## src/rtl/seq_divider_16by8_pkg.sv

```systemverilog
// Shared arithmetic definitions for the multiplier/divider datapath:
// default widths, divider state encoding and the divide-by-zero quotient fill.
package seq_divider_16by8_pkg;

  localparam int unsigned DIVIDEND_W_DEF = 16;
  localparam int unsigned DIVISOR_W_DEF  = 8;
  localparam int unsigned PRODUCT_W      = 16;

  typedef enum logic [1:0] {
    IDLE = 2'd0,
    CALC = 2'd1,
    DONE = 2'd2
  } state_t;

  // Quotient bit replicated across the full quotient on divide-by-zero.
  localparam bit DIV0_Q_FILL = 1'b1;

endpackage

```

## src/rtl/seq_divider_16by8_div_step.sv

```systemverilog
// Single restoring-division iteration: shift in one dividend bit, compare
// against the divisor, conditionally subtract and emit one quotient bit.
module seq_divider_16by8_div_step
  import seq_divider_16by8_pkg::*;
#(
  parameter int unsigned DIVISOR_W = DIVISOR_W_DEF
) (
  input  logic [DIVISOR_W-1:0] i_partial,
  input  logic                 i_msb,
  input  logic [DIVISOR_W-1:0] i_divisor,
  output logic [DIVISOR_W-1:0] o_partial,
  output logic                 o_qbit
);

  logic [DIVISOR_W:0] w_trial;

  assign w_trial = {i_partial, i_msb};
  assign o_qbit  = (w_trial >= {1'b0, i_divisor});
  // The difference is always below the divisor, so its low bits are exact.
  assign o_partial = o_qbit ? (w_trial[DIVISOR_W-1:0] - i_divisor)
                            : w_trial[DIVISOR_W-1:0];

endmodule

```

## src/rtl/seq_divider_16by8.sv

```systemverilog
// Iterative radix-2 restoring divider, one quotient bit per clock. Results are
// held in dedicated output registers that update only on entry to DONE.
module seq_divider_16by8
  import seq_divider_16by8_pkg::*;
#(
  parameter int unsigned DIVIDEND_W = DIVIDEND_W_DEF,
  parameter int unsigned DIVISOR_W  = DIVISOR_W_DEF
) (
  input  logic                  clk,
  input  logic                  rst,
  input  logic                  start,
  input  logic [DIVIDEND_W-1:0] dividend,
  input  logic [DIVISOR_W-1:0]  divisor,
  output logic                  busy,
  output logic                  done,
  output logic [DIVIDEND_W-1:0] quotient,
  output logic [DIVISOR_W-1:0]  remainder,
  output logic                  div_by_zero
);

  localparam int unsigned CNT_W = $clog2(DIVIDEND_W + 1);

  state_t                r_state;
  state_t                w_next_state;
  logic [DIVIDEND_W-1:0] r_shift;
  logic [DIVISOR_W-1:0]  r_divisor;
  // The partial remainder stays below the divisor, so its extra top bit is
  // always zero and only exists inside the step cell's trial value.
  logic [DIVISOR_W-1:0]  r_partial;
  logic [CNT_W-1:0]      r_count;
  logic [DIVIDEND_W-1:0] r_quotient;
  logic [DIVISOR_W-1:0]  r_remainder;
  logic                  r_div_by_zero;

  logic [DIVISOR_W-1:0]  w_partial_nx;
  logic                  w_qbit;
  logic                  w_accept;
  logic                  w_zero_div;
  logic                  w_last;

  assign w_accept   = (r_state == IDLE) && start;
  assign w_zero_div = (divisor == '0);
  assign w_last     = (r_count == CNT_W'(DIVIDEND_W - 1));

  seq_divider_16by8_div_step #(
    .DIVISOR_W(DIVISOR_W)
  ) u_div_step (
    .i_partial(r_partial),
    .i_msb    (r_shift[DIVIDEND_W-1]),
    .i_divisor(r_divisor),
    .o_partial(w_partial_nx),
    .o_qbit   (w_qbit)
  );

  always_ff @(posedge clk or posedge rst) begin
    if (rst) r_state <= IDLE;
    else     r_state <= w_next_state;
  end

  always_comb begin
    w_next_state = r_state;
    case (r_state)
      IDLE:    if (start) w_next_state = w_zero_div ? DONE : CALC;
      CALC:    if (w_last) w_next_state = DONE;
      DONE:    w_next_state = IDLE;
      default: w_next_state = IDLE;
    endcase
  end

  always_ff @(posedge clk or posedge rst) begin
    if (rst) begin
      r_shift       <= '0;
      r_divisor     <= '0;
      r_partial     <= '0;
      r_count       <= '0;
      r_quotient    <= '0;
      r_remainder   <= '0;
      r_div_by_zero <= 1'b0;
    end else if (w_accept) begin
      if (w_zero_div) begin
        r_quotient    <= {DIVIDEND_W{DIV0_Q_FILL}};
        r_remainder   <= dividend[DIVISOR_W-1:0];
        r_div_by_zero <= 1'b1;
      end else begin
        r_shift   <= dividend;
        r_divisor <= divisor;
        r_partial <= '0;
        r_count   <= '0;
      end
    end else if (r_state == CALC) begin
      // Dividend bits leave at the top while quotient bits enter at the bottom.
      r_shift   <= {r_shift[DIVIDEND_W-2:0], w_qbit};
      r_partial <= w_partial_nx;
      r_count   <= r_count + 1'b1;
      if (w_last) begin
        r_quotient    <= {r_shift[DIVIDEND_W-2:0], w_qbit};
        r_remainder   <= w_partial_nx;
        r_div_by_zero <= 1'b0;
      end
    end
  end

  assign busy        = (r_state != IDLE);
  assign done        = (r_state == DONE);
  assign quotient    = r_quotient;
  assign remainder   = r_remainder;
  assign div_by_zero = r_div_by_zero;

endmodule
```

## config.mk

```make
export PLATFORM = sky130hd
export DESIGN_NAME = seq_divider_16by8
export DESIGN_NICKNAME = d
export VERILOG_FILES = /design/src/rtl/seq_divider_16by8_pkg.sv /design/src/rtl/seq_divider_16by8_div_step.sv /design/src/rtl/seq_divider_16by8.sv
export SDC_FILE = /design/constraint.sdc
export NUM_CORES = 1
export LEC_CHECK = 0
export ABC_AREA = 1
export CAP_MARGIN = 30
export CORE_ASPECT_RATIO = 1.5
export CORE_MARGIN = 2
export CORE_UTILIZATION = 49
export DETAILED_ROUTE_END_ITERATION = 10
export PLACE_DENSITY = 0.76
export REMOVE_ABC_BUFFERS = 1
export SYNTH_ARGS = -nofsm -noshare
export SYNTH_HDL_FRONTEND = slang
export SYNTH_HIERARCHICAL = 1
export SYNTH_SLANG_ARGS = --single-unit
```

## constraint.sdc

```tcl
create_clock -name clk -period 2.3 [get_ports clk]
set_clock_uncertainty 0.15 [all_clocks]
set_input_delay 0.46 -clock clk [delete_from_list [all_inputs] [get_ports clk]]
set_output_delay 0.46 -clock clk [all_outputs]
set_load 0.05 [all_outputs]
```

# After elaboration in Yosys (flattened, before gate mapping)
# Cells that the tools add are included.
# totals
input_bits	27
reg_bits	64
wordCells	55
# classes
n_lt_le_gt_ge	1
n_eq_ne	7
n_addsub	2
n_mux	26
n_bitwise	1
n_reduce_logical	10
# ops
cell	n
$mux W16	7
$mux W8	8
$mux W5	3
$ge A9 B8 Y1	1
$logic_not A8 Y1	1
$sub A8 B8 Y8	1
$mux W2	3
$ne A2 B2 Y1 const B	3
$reduce_and A2 Y1	3
$reduce_bool A2 Y1	3
$add A5 B1 Y5 const B	1
$eq A5 B4 Y1 const B	1
$mux W1	4
$pmux W2 S2	1
$reduce_and A3 Y1	1
$eq A2 B1 Y1 const B	1
$eq A2 B2 Y1 const B	1
$logic_not A2 Y1	1
$ne A2 B1 Y1 const B	1
$logic_and A1 B1 Y1	1
$not A1 Y1	1

# Depth between registers and ports, before layout
# Gate-level depths: netlist (run 1).
# logic_depth
ltp_word	5
mapped_depth	15
depth_no_buf	15

# Cells and area by module
# Netlist (run 1), hierarchy kept.
# by_module_without_submodules
mod	instances	seq_area_each_um2	cells_each	area_each_um2
seq_divider_16by8	1	1601.5	381	3026.7
seq_divider_16by8_div_step	1	0.0	109	654.4

# Least setup slack after synthesis (run 1)
# OpenSTA, ideal clock, no wires.
# synth_timing
path_type	register to register
from	register r_partial[1]
to	register r_remainder[3], in the netlist remainder[3]
t_arrival_ns	1.641
path_slack_ns	0.391
setup_ns	0.118
stages_incl_launch_ff	13
path_cell_list	dfrtp_1 -> ha_1 -> or2_4 -> nand3_4 -> nand2_4 -> nand2_8 -> nand2_8 -> nand2_2 -> nand2_1 -> nand2_1 -> o21ai_0 -> nand2_1 -> nand2_1
# synth_between
elab_chain_cells	5
elab_cells_between_ends	6
classes_between	add/sub (1); order compare (1); mux (4)
# synth_rtl
element	line_no	text
start: declaration	seq_divider_16by8.sv:29	logic [DIVISOR_W-1:0] r_partial;
start signal: assignment	seq_divider_16by8.sv:93	r_partial <= w_partial_nx;
$ge A9 B8 Y1	seq_divider_16by8_div_step.sv:18	assign o_qbit = (w_trial >= {1'b0, i_divisor});
named net w_qbit	seq_divider_16by8.sv:36	logic w_qbit;
$mux W8	seq_divider_16by8_div_step.sv:20	assign o_partial = o_qbit ? (w_trial[DIVISOR_W-1:0] - i_divisor)
named net w_partial_nx[3]	seq_divider_16by8.sv:35	logic [DIVISOR_W-1:0] w_partial_nx;
$mux W8	seq_divider_16by8.sv:95	if (w_last) begin
$mux W8	seq_divider_16by8.sv:90	end else if (r_state == CALC) begin
$mux W8	seq_divider_16by8.sv:79	end else if (w_accept) begin
end signal: assignment	seq_divider_16by8.sv:82	r_remainder <= dividend[DIVISOR_W-1:0];
end signal: assignment	seq_divider_16by8.sv:97	r_remainder <= w_partial_nx;
end: declaration	seq_divider_16by8.sv:32	logic [DIVISOR_W-1:0] r_remainder;
# The timed path passes the listed nets, and every way through them passes these cells. The select of a mux whose other input is x is not followed.
# A chain may end at the register's enable or synchronous reset.

# Worst setup path after layout (run 1)
# layout_timing
from	register r_remainder[4], in the netlist remainder[4]
to	output port remainder[4]
# layout_lines
element	line_no	text
end: declaration	seq_divider_16by8.sv:17	output logic [DIVISOR_W-1:0] remainder,
# No word-level cell between the ends.

==> out/results.tsv, run 1 <==
stage	metric	value	unit
global_route	grt_start_max_net_pins	37	
setup_path	crit_path_start_kind	register	
status	status	finished, final reports clean	
logic_synthesis	ys_warn_count	6	
logic_synthesis	synthAdderAreaFrac	3.94	%
clock_network	cts_buffers	9	
detailed_routing	wire_per_inst	12.6	µm
floorplan	initial_utilization	50.6	%
global_route	grt_pass1_vias	3222	
clock_network	cts.sinks	64	
detailed_routing	routed-via-count	3206	
final_layout	drive_above_1_share	14.0	%
setup_path	setup.worst_path.start	remainder[4]	
logic_synthesis	netlist.area_leader.share	43.5	%
power_and_ir_drop	peakVddDrop	0.920	mV
logic_synthesis	syn_inst	490	
floorplan	core	7270	µm²
final_layout	final_nets	583	
final_layout	fin_util	63.0	%
logic_synthesis	synth_area	3680	µm²
logic_synthesis	yosys_register_bits	64	
logic_synthesis	synth-simple-area-share	41.7	%
power_and_ir_drop	power_per_cell_area	1660	nW/µm²
detailed_routing	drc	0	
final_layout	diodes	0	
timing	relSlewSlack	64.4	%
timing	worst_slew_pin_slew	0.533	ns
floorplan	fp-row-count	38	
global_route	grt_pass1_wl	14.1	mm
setup_path	cp-end-kind	output pin	
timing	setup_ws	0.148	ns
timing	hold_viol	0	
floorplan	io_pins	54	
logic_synthesis	synthFlopType	dfrtp_1	
clock_network	path_clk_slew	0.07	ns
setup_path	cp_top_family	buffers and inverters	
hold_path	hold_path_class	in -> async	
place	gp_congestion	0.904	
timing	fmax	465	MHz
setup_path	path_cells	clkdlybuf4s50_1	
logic_synthesis	synthMuxAreaShare	0	%
floorplan	die-area	8240	µm²
final_layout	fillers	667	
setup_path	path_max_fanout	2	
timing	period_share	93.6	%
power_and_ir_drop	p_leak	0.00241	µW
clock_network	cts_root_buf	clkbuf_8	
clock_network	clock_latency	0.35	ns
setup_path	r2r_start	r_partial[1]	
setup_path	worstPathRequired	1.69	ns
timing	final.setup.tns	0	ns
global_route	gr-usage-all-layers	22.4	%
detailed_routing	drt_first_pass_iters	4	
logic_synthesis	synth_xor_area_share	0.952	%
logic_synthesis	synth_cell_types	31	
setup_path	timing.rr.end	remainder[5]	
setup_path	r2r_slack	0.17	ns
flow_run	cap_violations	0	
setup_path	critical_path_buf_inv_count	1	
global_route	gr-total-overflow	0	
floorplan	die_w	74.8	µm
setup_path	cpPeakStageDelay	0.82	ns
timing	fin_crit	2.15	ns
clock_network	tritoncts	built	
setup_path	r2r_cells	13	
global_route	antenna_found_initial	0	
detailed_routing	drt-initial-drc-count	204	
logic_synthesis	synth_top_family_by_area	simple AND/OR/NAND/NOR gates	
detailed_routing	ant_nets	0	
setup_path	critPathSlowestCell	clkdlybuf4s50_1	
logic_synthesis	synth_edf_count	0	
clock_network	cts-htree-levels	3	
floorplan	die_h	110	µm
detailed_routing	viasPerCell	4.93	
setup_path	path_class	reg -> out	
setup_path	cp.arrival	1.54	ns
setup_path	cp.depth	1	
logic_synthesis	synth.avg_cell_area	7.51	µm²
final_layout	area_delta_synth_final	24.5	%
timing	drv_slew	0	
place	dpl.hpwl	5.75	mm
logic_synthesis	synth_compound_area_share	2.82	%
timing	setup_viol	0	
place	io_buffers	53	
logic_synthesis	synth.area.top_cells	dfrtp_1 44%, nand2_1 21%, nand3_1 9.4%, ha_1 3.4%, inv_1 3.1%	
logic_synthesis	yosysTopAreaCell	dfrtp_1	
clock_network	clk_path_buf_depth	2	
detailed_routing	routed_wl	8.21	mm
setup_path	critPathCapture	remainder[4]	
logic_synthesis	synthArstFlopShare	100	%
logic_synthesis	yosysSeqAreaShare	43.5	%
place	dp_slack	0.121	ns
==> layout by cell type, fill, tap and decap left out, types with 2 or more instances in the layout <==
| cell type | synthesis | layout |
|---|---|---|
| nand2_1 | 207 | 207 |
| nand3_1 | 69 | 69 |
| dfrtp_1 | 64 | 64 |
| clkdlybuf4s50_1 | 0 | 51 |
| inv_1 | 30 | 29 |
| o21ai_0 | 15 | 15 |
| nand2_2 | 13 | 13 |
| clkbuf_8 | 0 | 11 |
| nor2_1 | 10 | 10 |
| buf_4 | 3 | 10 |
| or2_0 | 8 | 8 |
| or2_2 | 8 | 8 |
| inv_2 | 6 | 7 |
| ha_1 | 10 | 6 |
| nor2_2 | 4 | 4 |
| nand2_4 | 4 | 4 |
| ha_4 | 0 | 4 |
| a21oi_1 | 3 | 3 |
| nor2_4 | 3 | 3 |
| nand3_4 | 2 | 2 |
| xor2_1 | 2 | 2 |
| clkinv_2 | 0 | 2 |
| clkbuf_1 | 5 | 2 |
| buf_12 | 0 | 2 |
| clkinv_1 | 2 | 2 |
| nand2_8 | 2 | 2 |
| xnor2_1 | 2 | 2 |
==> flip-flops by register name, indices dropped and copies added (netlist names) <==
name and flops:
quotient 16, r_shift 16, r_divisor 8, r_partial 8, remainder 8, r_count 5
r_state 2, div_by_zero 1
==> repair_timing <==
| item | 4_1_cts | 5_1_grt |
|---|---|---|
| endpoints found under the setup margin | 0 | 6 |
| resized for setup | 0 | 6 |
| setup buffers | 0 | 2 |
| endpoints found under the hold margin | 0 | 0 |
| hold buffers | 0 | 0 |
==> Yosys cell counts, types with 4 or more instances <==
library cell / instances
nand2_1: 207
nand3_1: 69
dfrtp_1: 64
inv_1: 30
o21ai_0: 15
nand2_2: 13
ha_1: 10
nor2_1: 10
buf_2: 8
or2_0: 8
or2_2: 8
inv_2: 6
clkbuf_1: 5
nand2_4: 4
nor2_2: 4
==> worst min-delay path by stage <==
stage | start | to | slack (ns) | cells past startpoint
6_report | rst | r_partial[6] | 0.29 | 2
5_1_grt | rst | remainder[0] | 0.34 | 2
4_1_cts | rst | r_partial[1] | 0.29 | 2
3_5_place_dp | r_divisor[6] | r_divisor[6] | 0.32 | 2
3_3_place_gp | r_divisor[6] | r_divisor[6] | 0.31 | 2
2_1_floorplan | r_divisor[2] | r_divisor[2] | 0.30 | 2
==> cell type report <==
cell class              instances  area [µm²]  share of cell area, %
multi-input cells             367        1870                   40.8
clock buffers                  13         159                   3.47
well taps                     100         125                   2.73
clock inverters                 3        40.0                  0.873
flip-flops and latches         64        1600                   34.9
repair buffers                 64         638                   13.9
inverters                      39         149                   3.25
==> report_power, final <==
| group | total [µW] | switching, µW | internal (µW) |
|---|---|---|---|
| Sequential | 1950 | 331 | 1620 |
| Clock | 983 | 427 | 557 |
| Combinational | 4680 | 2910 | 1770 |
| Total | 7610 | 3660 | 3940 |
==> kinds of logic after synthesis <==
family	Yosys count
fa+ha+maj	11
xor+xnor	4
simple gates	332
flops	64
buf+inv	59
compound gates	20
==> metal layers <==
layer | up-vias | GRT usage, % | wire, µm
met1 | 1473 | 25.3 | 3280
met4 | 0 | 10.3 | 239
met2 | 73 | 39.2 | 4340
met3 | 18 | 5.18 | 343
met5 | - | 0 | 0
li1 | 1642 | - | -
==> stage by stage <==
stage / cells / total power (µW) / area, µm² / hold slack [ns]
2_1_floorplan: 470 / 5350 / 3570 / 0.299
3_3_place_gp: 632 / 6320 / 4320 / 0.312
3_5_place_dp: 632 / 6430 / 4320 / 0.315
4_1_cts: 648 / 7450 / 4510 / 0.293
5_1_grt: 650 / 8290 / 4580 / 0.335
6_report: 650 / 7610 / 4580 / 0.291
No activity file was read; power rests on OpenSTA's default activity.
==> inputs of run 2 (changes only) <==
Settings changed: ABC_CLOCK_PERIOD_IN_PS set to 2300, CORE_MARGIN 2 to not set, SYNTH_HIERARCHICAL 1 to not set.
==> out/results.tsv, run 2 <==
stage	metric	value	unit	change
setup_path	cp.arrival	1.54	ns	about the same
clock_network	cts.sinks	64		unchanged
setup_path	worstPathRequired	1.69	ns	about the same
setup_path	path_max_fanout	2		unchanged
clock_network	cts_buffers	9		unchanged
detailed_routing	drt-initial-drc-count	180		-12%
clock_network	cts-htree-levels	3		unchanged
final_layout	fin_util	63.4	%	+0.34 points
logic_synthesis	netlist.area_leader.share	45.5	%	+2.0 points
final_layout	final_common_cell	nand2_1		
final_layout	final_nets	530		-9.1%
timing	setup_ws	0.154	ns	+0.00588 ns
setup_path	cpPeakStageDelay	0.81	ns	about the same
timing	setup_viol	0		unchanged
final_layout	fin_cells	575		-12%
logic_synthesis	synth_cell_types	36		+16%
timing	drv_slew	0		unchanged
logic_synthesis	synth-simple-area-share	26.8	%	-15 points
floorplan	die-area	7540	µm²	-8.5%
floorplan	die_h	106	µm	-3.9%
place	placed_cells	559		-12%
final_layout	design_area	4370	µm²	-4.7%
power_and_ir_drop	p_leak	0.00227	µW	-6.0%
logic_synthesis	syn_inst	435		-11%
timing	hold_viol	0		unchanged
flow_run	cap_violations	0		unchanged
floorplan	core	6900	µm²	-5.2%
global_route	gr-usage-all-layers	23.8	%	+1.4 points
setup_path	crit_path_start_kind	register		
detailed_routing	drc	2		+2
logic_synthesis	synthMuxAreaShare	0	%	unchanged
timing	worst_slew_pin_slew	0.510	ns	-0.0230 ns
global_route	grt_start_max_net_pins	65		+76%
setup_path	critical_path_buf_inv_count	1		unchanged
place	place_area	4110	µm²	-4.8%
setup_path	cp_top_family	buffers and inverters		
logic_synthesis	synth_top_family_by_area	simple AND/OR/NAND/NOR gates		
detailed_routing	drt_first_pass_iters	7		+3
logic_synthesis	synth.area.top_cells	dfrtp_1 45%, nand2_1 12%, inv_1 7.2%, nor2_1 3.7%, nand3_1 3.7%		
global_route	antenna_found_initial	0		unchanged
clock_network	cts_root_buf	clkbuf_8		
timing	fmax	466	MHz	+0.27%
floorplan	io_pins	54		unchanged
final_layout	diodes	0		unchanged
logic_synthesis	yosysTopAreaCell	dfrtp_1		
clock_network	path_clk_slew	0.07	ns	about the same
setup_path	path_cells	clkdlybuf4s50_1		
hold_path	hold_path_class	in -> async		
status	violations	DRC		
final_layout	area.sequential	1600	µm²	unchanged
global_route	gr-total-overflow	0		unchanged
clock_network	tritoncts	built		
global_route	grt_pass1_vias	3059		-5.1%
timing	hold_ws	0.341	ns	+0.0499 ns
final_layout	drive_above_1_share	12.9	%	-1.1 points
logic_synthesis	ys_warn_count	0		-6
place	dpl.hpwl	5.82	mm	+1.3%
logic_synthesis	synth_compound_area_share	11.8	%	+9.0 points
global_route	grt_pass1_wl	13.9	mm	-1.2%
logic_synthesis	synth_most_common_cell	nand2_1		
timing	fin_crit	2.15	ns	-0.00588 ns
clock_network	cts_hold_buf	0		unchanged
logic_synthesis	synth.avg_cell_area	8.09	µm²	+7.7%
setup_path	cp-end-kind	output pin		
logic_synthesis	synthAdderAreaFrac	4.12	%	+0.18 points
place	io_buffers	53		unchanged
final_layout	final_cell_mix	113 x nand2_1, 67 x inv_1, 64 x dfrtp_1, 51 x clkdlybuf4s50_1, 35 x nor2_1		
logic_synthesis	synth_xor_area_share	1.24	%	+0.29 points
setup_path	critPathSlowestCell	clkdlybuf4s50_1		
logic_synthesis	synthFlopType	dfrtp_1		
status	status	finished with violations		
logic_synthesis	synth_edf_count	0		unchanged
place	gp_congestion	0.900		-0.50%
power_and_ir_drop	peakVddDrop	0.893	mV	-2.9%
final_layout	fillers	538		-19%
timing	relSlewSlack	65.9	%	+1.5 points
logic_synthesis	synth_common_cells	113 x nand2_1, 68 x inv_1, 64 x dfrtp_1		
clock_network	clk_path_buf_depth	2		unchanged
floorplan	fp-row-count	37		-2.6%
detailed_routing	viasPerCell	5.19		+5.2%
floorplan	initial_utilization	51.0	%	+0.44 points
clock_network	clock_latency	0.35	ns	about the same
power_and_ir_drop	power_per_cell_area	1700	nW/µm²	+2.5%
place	dp_slack	0.0160	ns	-0.105 ns
detailed_routing	routed-via-count	2984		-6.9%
final_layout	multi_input_area	1560	µm²	-17%
timing	period_share	93.3	%	-0.26 points
logic_synthesis	yosys_register_bits	64		unchanged
floorplan	die_w	71.2	µm	-4.8%
clock_network	cts_setup_buffers	0		unchanged
detailed_routing	ant_nets	0		unchanged
final_layout	area_delta_synth_final	24.1	%	
logic_synthesis	yosysSeqAreaShare	45.5	%	+2.0 points
detailed_routing	wire_per_inst	14.0	µm	+11%
detailed_routing	routed_wl	8.05	mm	-1.9%
logic_synthesis	synth_area	3520	µm²	-4.4%
logic_synthesis	synthArstFlopShare	100	%	unchanged
setup_path	path_class	reg -> out		
-- run 2: cell types whose count changed in the layout (fill, tap and decap cells not counted), sizes merged, moves of 3 or more --
cell / previous run / this run
nand2: 226 / 117
nand3: 71 / 27
inv: 37 / 72
nor2: 17 / 41
a21oi: 3 / 18
o21ai: 17 / 32
nand4: 1 / 12
o211ai: 0 / 8
or2: 17 / 9
buf: 12 / 8
clkbuf: 13 / 10
clkinv: 4 / 1
-- run 2: logic make-up after synthesis --
kind of cell,after synthesis
adder cells (fa/ha/maj),11
buffers and inverters,85
AND/OR/NAND/NOR,207
AO/OA/AOI/OAI,63
flip-flops,64
XOR/XNOR,5
-- run 2: power breakdown --
group	total [µW]	switching, µW	internal (µW)
registers	1950	288	1660
clock network	1210	452	754
logic	4280	2770	1510
total	7430	3510	3930
-- run 2: worst paths after layout --
check / start / end / slack (ns) / cells after the start
setup / recovery: remainder[4] / remainder[4] / 0.15 / 1
hold / removal: rst / r_count[3] / 0.34 / 3
setup reg to reg: r_partial[2] / remainder[7] / 0.21 / 10
hold reg to reg: r_partial[7] / r_partial[7] / 0.35 / 2
max in group asynchronous: rst / r_partial[7] / 1.38 / 3
min in group clk: r_partial[7] / r_partial[7] / 0.35 / 2
-- run 2: final cells by class --
class                      count  area share (%)
sequential                    64            36.6
clock inverter                 6            2.63
multi-input combinational    286            35.6
inverter                      71            6.16
timing repair buffer          60            13.5
tap                           78            2.23
clock buffer                  10            3.15
-- run 2: stage by stage --
stage                     power (µW)  TNS (ns)
final                           7430         0
after detailed placement        6180         0
after CTS                       7430         0
after floorplan                 5040         0
after global placement          6100         0
after global routing            8040  -0.00337
-- run 2: routing by layer --
| metal | vias up | GRT usage (%) | part of all wire [%] |
|---|---|---|---|
| met5 | - | 0 | 0 |
| met4 | 0 | 10.6 | 2.3 |
| met3 | 14 | 6.12 | 4.6 |
| met2 | 76 | 40.7 | 53 |
| met1 | 1407 | 27.7 | 40 |
| li1 | 1487 | - | - |
-- run 2: timing repair --
item                                    in CTS  in global routing
resized for setup                            1                  1
endpoints found under the setup margin       1                  2
endpoints found under the hold margin        0                  0
==> inputs of run 3 (changes only) <==
Settings changed: CAP_MARGIN 30 to not set.
==> results of run 3 <==
No change in the layout: final DEF, timing and power equal those of run 2.
